File: config.mk
export PLATFORM = sky130hd
export DESIGN_NAME = alu_arbiter
export DESIGN_NICKNAME = d
export VERILOG_FILES = /design/src/rtl/alu_arbiter.sv
export SDC_FILE = /design/constraint.sdc
export NUM_CORES = 1
export LEC_CHECK = 0
export CORE_MARGIN = 8
export CORE_UTILIZATION = 33
export CTS_CLUSTER_DIAMETER = 150
export DETAILED_ROUTE_END_ITERATION = 8
export GPL_TIMING_DRIVEN = 0
export MAX_ROUTING_LAYER = met4
export PLACE_DENSITY = 0.79
export RECOVER_POWER = 100
export SYNTH_ARGS = -nofsm -noshare
export SYNTH_HDL_FRONTEND = slang
export SYNTH_SLANG_ARGS = --single-unit
File: constraint.sdc
create_clock -name clk -period 1.8 [get_ports clk]
set_input_delay 0.36 -clock clk [delete_from_list [all_inputs] [get_ports clk]]
set_output_delay 0.36 -clock clk [all_outputs]
set_load 0.03 [all_outputs]
File: src/rtl/alu_arbiter.sv
// alu_arbiter: two-requester front end for one shared, external, combinational ALU.
// A granted request has its op/a/b registered onto alu_op/alu_a/alu_b.
// The ALU result goes back to the owning requester on the next cycle, through a
// ready/valid response channel.
// A new request can be accepted in the same cycle as the response handshake, so
// with the response ready held high the ALU is kept busy one op per cycle.
// Optional feature macro: ALU_ARB_RR_EN selects round-robin arbitration.
// When the macro is not defined, arbitration is fixed priority and requester 0 wins.

module alu_arbiter #(
    parameter int DATA_W = 32
) (
    input  logic              clk,
    input  logic              rst_n,

    input  logic              req0_valid,
    output logic              req0_ready,
    input  logic [3:0]        req0_op,
    input  logic [DATA_W-1:0] req0_a,
    input  logic [DATA_W-1:0] req0_b,

    input  logic              req1_valid,
    output logic              req1_ready,
    input  logic [3:0]        req1_op,
    input  logic [DATA_W-1:0] req1_a,
    input  logic [DATA_W-1:0] req1_b,

    output logic              rsp0_valid,
    input  logic              rsp0_ready,
    output logic [DATA_W-1:0] rsp0_data,

    output logic              rsp1_valid,
    input  logic              rsp1_ready,
    output logic [DATA_W-1:0] rsp1_data,

    output logic [3:0]        alu_op,
    output logic [DATA_W-1:0] alu_a,
    output logic [DATA_W-1:0] alu_b,
    input  logic [DATA_W-1:0] alu_out
);

    typedef enum logic {
        IDLE = 1'b0,
        RESP = 1'b1
    } state_t;

    state_t state;
    logic   owner;
`ifdef ALU_ARB_RR_EN
    logic   last_grant;
`endif

    logic              rsp_hs;
    logic              can_accept;
    logic              pick1;
    logic              accept;
    logic [1:0]        grant_v;
    logic [1:0]        req_ready_v;
    logic [1:0]        rsp_valid_v;
    logic [DATA_W-1:0] rsp_data_v [2];

    // The owner's response handshake frees the ALU in the same cycle.
    // This lets the next request go back-to-back with the current response.
    assign rsp_hs     = (state == RESP) && (owner ? rsp1_ready : rsp0_ready);
    assign can_accept = (state == IDLE) || rsp_hs;

    // Choose requester 1 when it is the only requester.
    // On a tie it wins only in round-robin mode, and only when requester 0 was granted last.
    always_comb begin
        pick1 = req1_valid && !req0_valid;
`ifdef ALU_ARB_RR_EN
        if (req0_valid && req1_valid) begin
            pick1 = !last_grant;
        end
`endif
    end

    assign grant_v = {req1_valid && pick1, req0_valid && !pick1};
    assign accept  = |req_ready_v;

    genvar gi;
    generate
        for (gi = 0; gi < 2; gi++) begin : g_port
            // Ready is masked while reset is held, so nothing can be accepted during reset.
            assign req_ready_v[gi] = rst_n && can_accept && grant_v[gi];
            assign rsp_valid_v[gi] = (state == RESP) && (owner == (gi == 1));
            assign rsp_data_v[gi]  = rsp_valid_v[gi] ? alu_out : '0;
        end
    endgenerate

    assign req0_ready = req_ready_v[0];
    assign req1_ready = req_ready_v[1];
    assign rsp0_valid = rsp_valid_v[0];
    assign rsp1_valid = rsp_valid_v[1];
    assign rsp0_data  = rsp_data_v[0];
    assign rsp1_data  = rsp_data_v[1];

    // Control FSM and ALU operand registers.
    // Operands change only on an accept, so they stay stable while a response is stalled.
    always_ff @(posedge clk or negedge rst_n) begin
        if (!rst_n) begin
            state      <= IDLE;
            owner      <= 1'b0;
`ifdef ALU_ARB_RR_EN
            last_grant <= 1'b1;
`endif
            alu_op     <= '0;
            alu_a      <= '0;
            alu_b      <= '0;
        end else begin
            if (accept) begin
                state      <= RESP;
                owner      <= pick1;
`ifdef ALU_ARB_RR_EN
                last_grant <= pick1;
`endif
                alu_op     <= pick1 ? req1_op : req0_op;
                alu_a      <= pick1 ? req1_a  : req0_a;
                alu_b      <= pick1 ? req1_b  : req0_b;
            end else if (rsp_hs) begin
                state <= IDLE;
            end
        end
    end

endmodule
==> results.sh, run 1 <==
export IMPL_status="finished with violations"
export IMPL_violations="negative setup slack"
export IMPL_first_pass_iters=4
export IMPL_io_pins=310
export IMPL_placed_cell_area_mm2=0.00747
export IMPL_setup_viol=60
export IMPL_synth_simple_gate_area_share_pct=20.9
export IMPL_syn2layout_area_growth_pct=94.0
export IMPL_synthXorXnorAreaFrac_pct=0
export IMPL_pre_cts_slack_ns=-1.25
export IMPL_nets=903
export IMPL_wl_per_cell_um=20.4
export IMPL_crit_arrival_ns=1.66
export IMPL_final_common_cell="clkdlybuf4s50_1"
export IMPL_grt_setup_unrepaired="yes"
export IMPL_critPathMaxFanout=7
export IMPL_avgSynthCellArea_um2=10.6
export IMPL_crit_slowest_cell="dfrtp_1"
export IMPL_post_route_period_util_pct=112
export IMPL_pwr_share_comb_pct=51.2
export IMPL_first_iter_violations=152
export IMPL_tightest_slew_ns=0.616
export IMPL_die_h_um=128
export IMPL_fill_cells=1027
export IMPL_start_util_pct=33.4
export IMPL_routabilityCongestion=0.900
export IMPL_final_area_mm2=0.00804
export IMPL_grt_pass1_vias=4961
export IMPL_synth_area_mm2=0.00414
export IMPL_swShare_pct=37.4
export IMPL_power_frac_seq_pct=28.3
export IMPL_fmax_mhz=495
export IMPL_path_cells="buf_6, mux2i_4, a21boi_4, buf_6, and3b_1, buf_6"
export IMPL_clkTransAtPathRegs_ns=0.05
export IMPL_slew_viol_final=0
export IMPL_clockBufferDepth=2
export IMPL_grt_pass1_wl_um=27500
export IMPL_synthMuxAreaShare_pct=16.8
export IMPL_ys_ff_latch=70
export IMPL_path_class="reg2out"
export IMPL_die_w_um=128
export IMPL_antenna_found_initial=0
export IMPL_track_usage_pct=22.4
export IMPL_worst_slack_ns=-0.220
export IMPL_drc_errors=0
export IMPL_crit_family="buffers and inverters"
export IMPL_drt_vias_per_instance=4.88
export IMPL_hold_viol=0
export IMPL_synth_top_family_by_area="simple AND/OR/NAND/NOR gates"
export IMPL_grt_max_degree=73
export IMPL_synth_adder_area_share_pct=0
export IMPL_internal_power_mw=4.71
export IMPL_synth_compound_area_share_pct=15.3
export IMPL_cts_tree="done"
export IMPL_num_vias=4412
export IMPL_core_area_mm2=0.0124
export IMPL_yosys_warnings=0
export IMPL_antenna_cells=0
export IMPL_drive_above_1_share_pct=23.2
export IMPL_worstPathRequired_ns=1.44
export IMPL_cellPowerDensity_mw_per_mm2=938
export IMPL_port_buffers=308
export IMPL_netlist_instances=391
export IMPL_hpwlAfterDp_um=14400
export IMPL_synth_nets=565
export IMPL_numCtsBuffers=9
export IMPL_final_cell_mix="clkdlybuf4s50_1, dfrtp_1, nand2b_1, mux2i_1, a2bb2oi_1"
export IMPL_finalCriticalPeriod_ns=2.02
export IMPL_clock_sink_count=70
export IMPL_start_kind="register"
export IMPL_clk_latency_ns=0.32
export IMPL_power_mw=7.53
export IMPL_cts_root_buf="clkbuf_16"
export IMPL_synthDistinctLibCells=20
export IMPL_dieArea_mm2=0.0164
export IMPL_end_kind="primary output"
export IMPL_p_leak_nw=3.61
export IMPL_pwr_share_clk_pct=20.5
export IMPL_critPathBufInv=3
export IMPL_crit_top_cell="buf_6"
export IMPL_p_sw_mw=2.82
export IMPL_slowest_delay_ns=0.37
export IMPL_hp_class="in2async"
export IMPL_rows=41
export IMPL_overflow=0
export IMPL_wl_um=18500
export IMPL_maxCapViolCount=0
export IMPL_cts_htree_levels=3
export IMPL_relSlewSlack_pct=58.9
export IMPL_detail_route_antenna_nets=0
export IMPL_synth_yosys_seq_area_share_pct=42.3
export IMPL_worst_ir_drop_vdd_mv=0.437
export IMPL_clock_skew_ns=0.00356
cells by family (layout without fill, tap and decap cells):
| logic type | Yosys count | after routing |
|---|---|---|
| and+or+nand+nor | 139 | 139 |
| AOI/OAI and AO/OA | 73 | 73 |
| DFF | 70 | 70 |
| muxes | 69 | 69 |
| buffers and inverters | 40 | 382 |
state kept, by name (all words and copies together) (netlist names):
register / cells
owner: 1
state: 1
alu_b: 32
alu_op: 4
alu_a: 32
synthesized netlist by cell type:
master | instances | share of area, %
nand2_1 | 2 | 0.18
buf_6 | 3 | 0.82
mux2i_1 | 68 | 16
buf_1 | 1 | 0.091
mux2i_2 | 1 | 0.33
dfrtp_1 | 70 | 42
a21oi_1 | 1 | 0.12
and3_1 | 32 | 4.8
nor2b_1 | 1 | 0.15
a21boi_2 | 1 | 0.27
nand2b_1 | 69 | 10
and3b_1 | 1 | 0.21
buf_2 | 17 | 2.1
clkbuf_1 | 18 | 1.6
o21ai_1 | 1 | 0.12
and2_1 | 34 | 5.1
a31oi_1 | 1 | 0.15
a21oi_2 | 1 | 0.21
a2bb2oi_1 | 68 | 14
buf_4 | 1 | 0.18
worst paths after layout:
check | from | end | slack (ns) | cells past startpoint
worst max-delay path | owner | req1_ready | -0.22 | 6
worst min-delay path | rst_n | alu_a[21] | 0.06 | 2
worst max register to register | owner | alu_b[0] | -0.05 | 7
worst min register to register | alu_op[3] | alu_op[3] | 0.54 | 1
max in group asynchronous | rst_n | alu_a[19] | 1.32 | 2
min in group clk | req0_valid | alu_b[9] | 0.50 | 3
cell type report:
| class | count | area (um^2) | area share [%] |
|---|---|---|---|
| repair buffers | 329 | 3260 | 40.5 |
| multi-input cells | 281 | 2330 | 29.0 |
| flip-flops and latches | 70 | 1750 | 21.8 |
| clock buffers | 13 | 240 | 2.99 |
| plain buffers | 38 | 233 | 2.90 |
| well taps | 172 | 215 | 2.68 |
| clock inverters | 2 | 10.0 | 0.125 |
timing repair:
action                                 4_1_cts  5_1_grt
setup endpoints to repair                  136       91
cloned                                       2        1
resized for setup                          393      118
buffers inserted                            12        5
pin swaps                                    9       10
hold buffers                                 1        0
endpoints found under the hold margin        1        0
power groups by stage:
stage | combinational [mW] | clock [mW] | sequential [mW]
final | 3.86 | 1.55 | 2.13
after global routing | 4.04 | 1.66 | 2.17
after CTS | 3.79 | 1.59 | 2.13
after detailed placement | 3.63 | 0 | 2.14
after global placement | 3.58 | 0 | 2.12
after floorplan | 1.22 | 0 | 2.80
layer usage:
layer | global-route usage [%] | vias up | part of all wire, % | wire length, um
met2 | 40.2 | 197 | 52 | 9600
met1 | 23.3 | 2116 | 39 | 7220
met4 | 7.41 | 0 | 1.6 | 300
met3 | 5.99 | 22 | 7.3 | 1350
li1 | - | 2077 | - | -
met5 | - | - | 0 | 0
per-stage QoR:
stage | hold WS (ns) | setup TNS (ns) | std cells | utilization [%]
after floorplan | 0.0644 | 0 | 391 | -
after global placement | 0.518 | -384.40 | 871 | 59.9
after detailed placement | 0.162 | -60.84 | 872 | 60.1
after CTS | 0.0647 | -7.43 | 902 | 63.9
after global routing | 0.0716 | -12.78 | 905 | 64.7
final | 0.0587 | -6.16 | 905 | 64.7
No activity file was read; power rests on OpenSTA's default activity.
==> run 2: changes to the inputs <==
--- a/config.mk
+++ b/config.mk
@@ -10,9 +10,11 @@
 export CTS_CLUSTER_DIAMETER = 150
 export DETAILED_ROUTE_END_ITERATION = 8
 export GPL_TIMING_DRIVEN = 0
+export HOLD_SLACK_MARGIN = 0.02
 export MAX_ROUTING_LAYER = met4
 export PLACE_DENSITY = 0.79
 export RECOVER_POWER = 100
+export SKIP_CTS_REPAIR_TIMING = 1
 export SYNTH_ARGS = -nofsm -noshare
 export SYNTH_HDL_FRONTEND = slang
 export SYNTH_SLANG_ARGS = --single-unit
==> results.sh, run 2 (synthesized netlist as in run 1, its figures left out) <==
export IMPL_status="finished with violations"
export IMPL_violations="negative setup slack"
export IMPL_rows=41
export IMPL_grt_max_degree=73
export IMPL_setup_viol=54
export IMPL_wl_per_cell_um=20.4
export IMPL_dp_cells=872
export IMPL_nets=905
export IMPL_worst_slack_ns=-0.272
export IMPL_track_usage_pct=21.7
export IMPL_grt_pass1_wl_um=26700
export IMPL_drt_vias_per_instance=4.82
export IMPL_core_area_mm2=0.0124
export IMPL_num_vias=4375
export IMPL_fmax_mhz=483
export IMPL_hpwlAfterDp_um=14400
export IMPL_hold_ws_ns=0.0675
export IMPL_post_route_period_util_pct=115
export IMPL_io_pins=310
export IMPL_final_common_cell="clkdlybuf4s50_1"
export IMPL_clockBufferDepth=2
export IMPL_path_class="reg2out"
export IMPL_reg_top3="alu_a x32, alu_b x32, alu_op x4"
export IMPL_first_iter_violations=137
export IMPL_start_util_pct=33.4
export IMPL_fin_tns_setup_ns=-7.61
export IMPL_critPathMaxFanout=7
export IMPL_cellPowerDensity_mw_per_mm2=930
export IMPL_end_kind="primary output"
export IMPL_final_cell_mix="clkdlybuf4s50_1, dfrtp_1, nand2b_1, mux2i_1, a2bb2oi_1"
export IMPL_clkTransAtPathRegs_ns=0.05
export IMPL_clk_latency_ns=0.32
export IMPL_port_buffers=308
export IMPL_clock_skew_ns=0.00394
export IMPL_grt_pass1_vias=4822
export IMPL_die_h_um=128
export IMPL_final_area_mm2=0.00821
export IMPL_maxCapViolCount=0
export IMPL_overflow=0
export IMPL_cts_tree="done"
export IMPL_crit_arrival_ns=1.71
export IMPL_power_mw=7.63
export IMPL_placed_cell_area_mm2=0.00747
export IMPL_detail_route_antenna_nets=0
export IMPL_final_cells=908
export IMPL_finalCriticalPeriod_ns=2.07
export IMPL_start_kind="register"
export IMPL_hp_class="in2async"
export IMPL_first_pass_iters=4
export IMPL_antenna_found_initial=1
export IMPL_dieArea_mm2=0.0164
export IMPL_drc_errors=0
export IMPL_cts_htree_levels=3
export IMPL_routabilityCongestion=0.900
export IMPL_drive_above_1_share_pct=21.8
export IMPL_hold_viol=0
export IMPL_numCtsBuffers=9
export IMPL_worstPathRequired_ns=1.44
export IMPL_syn2layout_area_growth_pct=98.1
export IMPL_relSlewSlack_pct=59.0
export IMPL_die_w_um=128
export IMPL_p_leak_nw=3.93
export IMPL_worst_ir_drop_vdd_mv=0.437
export IMPL_cts_root_buf="clkbuf_16"
export IMPL_tightest_slew_ns=0.615
export IMPL_wl_um=18600
export IMPL_grt_setup_unrepaired="yes"
export IMPL_slew_viol_final=0
export IMPL_clock_sink_count=70
-- run 2: cell types whose count changed in the layout (fill, tap and decap cells not counted), moves of 4 or more --
cell	delta
and2_1	-4
clkdlybuf4s15_2	-10
dlymetal6s2s_1	+21
and2_4	+4
buf_6	+8
buf_2	-7
-- run 2: power breakdown --
part           leakage (nW)  internal, mW  total (mW)  switching, mW
Combinational          3.04          1.95        3.95           2.00
Clock                 0.123         0.922        1.55          0.628
Sequential            0.769          1.92        2.13          0.209
-- run 2: critical path: stages (launching register included) --
cell      delay, ns
dfrtp_1        0.37
buf_6          0.14
mux2i_4        0.19
a21boi_4       0.24
buf_6          0.14
and3b_1        0.17
buf_6          0.13
-- run 2: routing by layer --
metal | wire length [um] | track usage (%) | part of all wire (%) | up-vias
met2 | 9750 | 39.0 | 53 | 197
met5 | 0 | - | 0 | -
met3 | 1300 | 5.95 | 7.0 | 17
met1 | 7270 | 22.8 | 39 | 2075
li1 | - | - | - | 2086
met4 | 240 | 6.29 | 1.3 | 0
-- run 2: final cells by class --
class / instances / area, um^2
fillers: 988 / 4210
well taps: 172 / 215
multi-input cells: 281 / 2350
plain buffers: 39 / 253
clock inverters: 2 / 10.0
diodes: 1 / 2.50
repair buffers: 330 / 3380
clock buffers: 13 / 240
flip-flops and latches: 70 / 1750
-- run 2: path summary, 6_finish.rpt --
kind	endpoint	start	depth (start not counted)	slack [ns]
worst min register to register	alu_a[30]	alu_a[30]	1	0.54
worst max register to register	alu_b[0]	owner	7	0.06
min in group clk	alu_b[9]	req0_valid	3	0.51
worst max-delay path	req1_ready	owner	6	-0.27
worst min-delay path	alu_a[25]	rst_n	2	0.07
max in group asynchronous	alu_a[19]	rst_n	2	1.32
-- run 2: per-stage QoR --
| step | utilization (%) | setup slack [ns] |
|---|---|---|
| final | 66.1 | -0.272 |
| after CTS | 62.2 | -1.33 |
| after detailed placement | 60.1 | -1.25 |
| after global routing | 66.1 | -0.334 |
| after global placement | 59.9 | -3.80 |
| after floorplan | - | 0.0259 |
==> run 3: changes to the inputs <==
--- a/config.mk
+++ b/config.mk
@@ -5,6 +5,7 @@
 export SDC_FILE = /design/constraint.sdc
 export NUM_CORES = 1
 export LEC_CHECK = 0
+export ABC_AREA = 1
 export CORE_MARGIN = 8
 export CORE_UTILIZATION = 33
 export CTS_CLUSTER_DIAMETER = 150
@@ -12,9 +13,8 @@
 export GPL_TIMING_DRIVEN = 0
 export HOLD_SLACK_MARGIN = 0.02
 export MAX_ROUTING_LAYER = met4
-export PLACE_DENSITY = 0.79
+export PLACE_DENSITY = 0.8
 export RECOVER_POWER = 100
-export SKIP_CTS_REPAIR_TIMING = 1
 export SYNTH_ARGS = -nofsm -noshare
 export SYNTH_HDL_FRONTEND = slang
 export SYNTH_SLANG_ARGS = --single-unit
==> results.sh, run 3 <==
export IMPL_status="finished, final reports clean"
export IMPL_fmax_mhz=562
export IMPL_synth_area_mm2=0.00392
export IMPL_cts_root_buf="clkbuf_16"
export IMPL_synth_ff_type="dfrtp_1"
export IMPL_slew_viol_final=0
export IMPL_setup_viol=0
export IMPL_async_flop_share_pct=100
export IMPL_power_mw=9.32
export IMPL_hold_viol=0
export IMPL_clock_sink_count=70
export IMPL_multi_input_area_mm2=0.00186
export IMPL_drive_above_1_share_pct=12.5
export IMPL_synth_edff_count=0
export IMPL_first_pass_iters=4
export IMPL_grt_pass1_vias=4955
export IMPL_start_util_pct=33.2
export IMPL_hp_class="in2reg"
export IMPL_drc_errors=0
export IMPL_relSlewSlack_pct=20.6
export IMPL_grtUsageMet2_pct=40.1
export IMPL_avgSynthCellArea_um2=6.25
export IMPL_cts_tree="done"
export IMPL_grt_met3_usage_pct=6.59
export IMPL_worst_slack_ns=0.0222
export IMPL_hold_ws_ns=0.403
export IMPL_syn2layout_area_growth_pct=89.4
export IMPL_clk_latency_ns=0.32
export IMPL_cp_startpoint="alu_op[2]"
export IMPL_final_cell_mix="nand2_1, clkdlybuf4s50_1, dfrtp_1, nor2_1, inv_1"
export IMPL_detail_route_antenna_nets=0
export IMPL_numCtsBuffers=9
export IMPL_layout_area_seq_mm2=0.00175
export IMPL_tightest_slew_ns=1.19
export IMPL_grt_busiest_layer="met2"
export IMPL_synth_yosys_seq_area_share_pct=44.7
export IMPL_maxCapViolCount=0
export IMPL_end_kind="primary output"
export IMPL_crit_arrival_ns=1.42
export IMPL_finalCriticalPeriod_ns=1.78
export IMPL_num_vias=4914
export IMPL_placed_cell_area_mm2=0.00722
export IMPL_port_buffers=309
export IMPL_hold_start="rst_n"
export IMPL_die_w_um=125
export IMPL_synth_commonest_cells="nand2_1, dfrtp_1, nor2_1"
export IMPL_crit_family="buffers and inverters"
export IMPL_nets=1124
export IMPL_worstPathRequired_ns=1.44
export IMPL_clkTransAtPathRegs_ns=0.05
export IMPL_critPathMaxFanout=2
export IMPL_routabilityCongestion=0.884
export IMPL_final_cells=1103
export IMPL_hpwlAfterDp_um=14200
export IMPL_clockBufferDepth=2
export IMPL_synthDistinctLibCells=14
export IMPL_fill_cells=1099
export IMPL_crit_slowest_cell="clkdlybuf4s50_1"
export IMPL_synth_top_area_share_pct=44.7
export IMPL_yosysTopAreaCell="dfrtp_1"
export IMPL_dieArea_mm2=0.0156
export IMPL_antenna_found_initial=1
export IMPL_cts_htree_levels=3
export IMPL_core_area_mm2=0.0118
export IMPL_slowest_delay_ns=0.74
export IMPL_track_usage_pct=22.7
export IMPL_rows=40
export IMPL_grt_max_degree=48
export IMPL_final_common_cell="nand2_1"
export IMPL_ys_ff_latch=70
export IMPL_reg_top3="alu_a x32, alu_b x32, alu_op x4"
export IMPL_clock_skew_ns=0.00421
export IMPL_final_area_mm2=0.00742
export IMPL_wl_um=17300
export IMPL_ys_top_cells_by_area="dfrtp_1, nand2_1, nor2_1, inv_1, clkbuf_1"
export IMPL_yosys_warnings=0
export IMPL_dp_cells=1084
export IMPL_fin_tns_setup_ns=0
export IMPL_critPathBufInv=1
export IMPL_final_util_pct=62.8
export IMPL_post_route_period_util_pct=98.8
export IMPL_drt_vias_per_instance=4.46
export IMPL_path_class="reg2out"
export IMPL_use_met1_pct=24.0
export IMPL_cellPowerDensity_mw_per_mm2=1260
export IMPL_p_leak_nw=4.07
export IMPL_grt_pass1_wl_um=27100
export IMPL_pre_cts_slack_ns=-0.632
export IMPL_netlist_instances=627
export IMPL_worst_ir_drop_vdd_mv=0.554
export IMPL_synth_nets=801
export IMPL_grt_setup_unrepaired="yes"
export IMPL_start_kind="register"
export IMPL_overflow=0
export IMPL_path_cells="clkdlybuf4s50_1"
export IMPL_wl_per_cell_um=15.6
export IMPL_yosysMostFrequentCell="nand2_1"
export IMPL_die_h_um=125
export IMPL_io_pins=310
export IMPL_first_iter_violations=142
export IMPL_r2r_start="owner"
[run 3: changes by cell type after synthesis, moves of 3 or more]
cell and delta:
and3_1 -32, nand2_1 +412, nor2_1 +64, and2_1 -34, a2bb2oi_1 -68, nand2b_1 -69, mux2i_1 -68, buf_2 -8
inv_1 +36, inv_2 +3
[run 3: path summary, 6_finish.rpt]
kind	endpoint	slack (ns)	cells after the start
max in group asynchronous	state	0.58	2
hold / removal	owner	0.40	3
hold reg to reg	alu_b[18]	0.47	2
min in group asynchronous	alu_b[24]	0.44	2
setup reg to reg	alu_a[23]	0.26	7
setup / recovery	alu_op[2]	0.02	1
[run 3: kinds of logic (layout without fill, tap and decap cells)]
logic type | Yosys count | in the layout | share of synthesized area [%]
AOI/OAI and AO/OA | 2 | 2 | 0.447
buffers and inverters | 73 | 401 | 8.14
DFF | 70 | 70 | 44.7
other | 0 | 1 | 0
and+or+nand+nor | 482 | 482 | 46.7
[run 3: metal layers]
metal	part of all wire, %	vias to the layer above
met4	1.8	0
met2	51	214
met1	39	2207
li1	-	2477
met5	0	-
met3	7.7	16
[run 3: what timing repair did]
action                     CTS  global route
pin swaps                    1             0
cloned                       0             0
gates resized for setup    338            76
hold buffers                 1             0
setup endpoints to repair   68            82
hold endpoints to repair    23             0
buffers inserted             1             0
[run 3: cell type report]
type / count / share of cell area, %
clock buffer: 13 / 3.64
multi-input combinational: 484 / 25.1
timing repair buffer: 312 / 39.2
tap: 147 / 2.48
inverter: 39 / 1.97
sequential: 70 / 23.6
antenna: 1 / 0.0337
buffer: 34 / 3.12
clock inverter: 3 / 0.876
[run 3: report_power, final]
part	internal, mW	switching, mW	total (mW)
clock	1.32	0.629	1.95
sequential	2.10	0.288	2.38
combinational	1.95	3.03	4.99
total	5.37	3.95	9.32
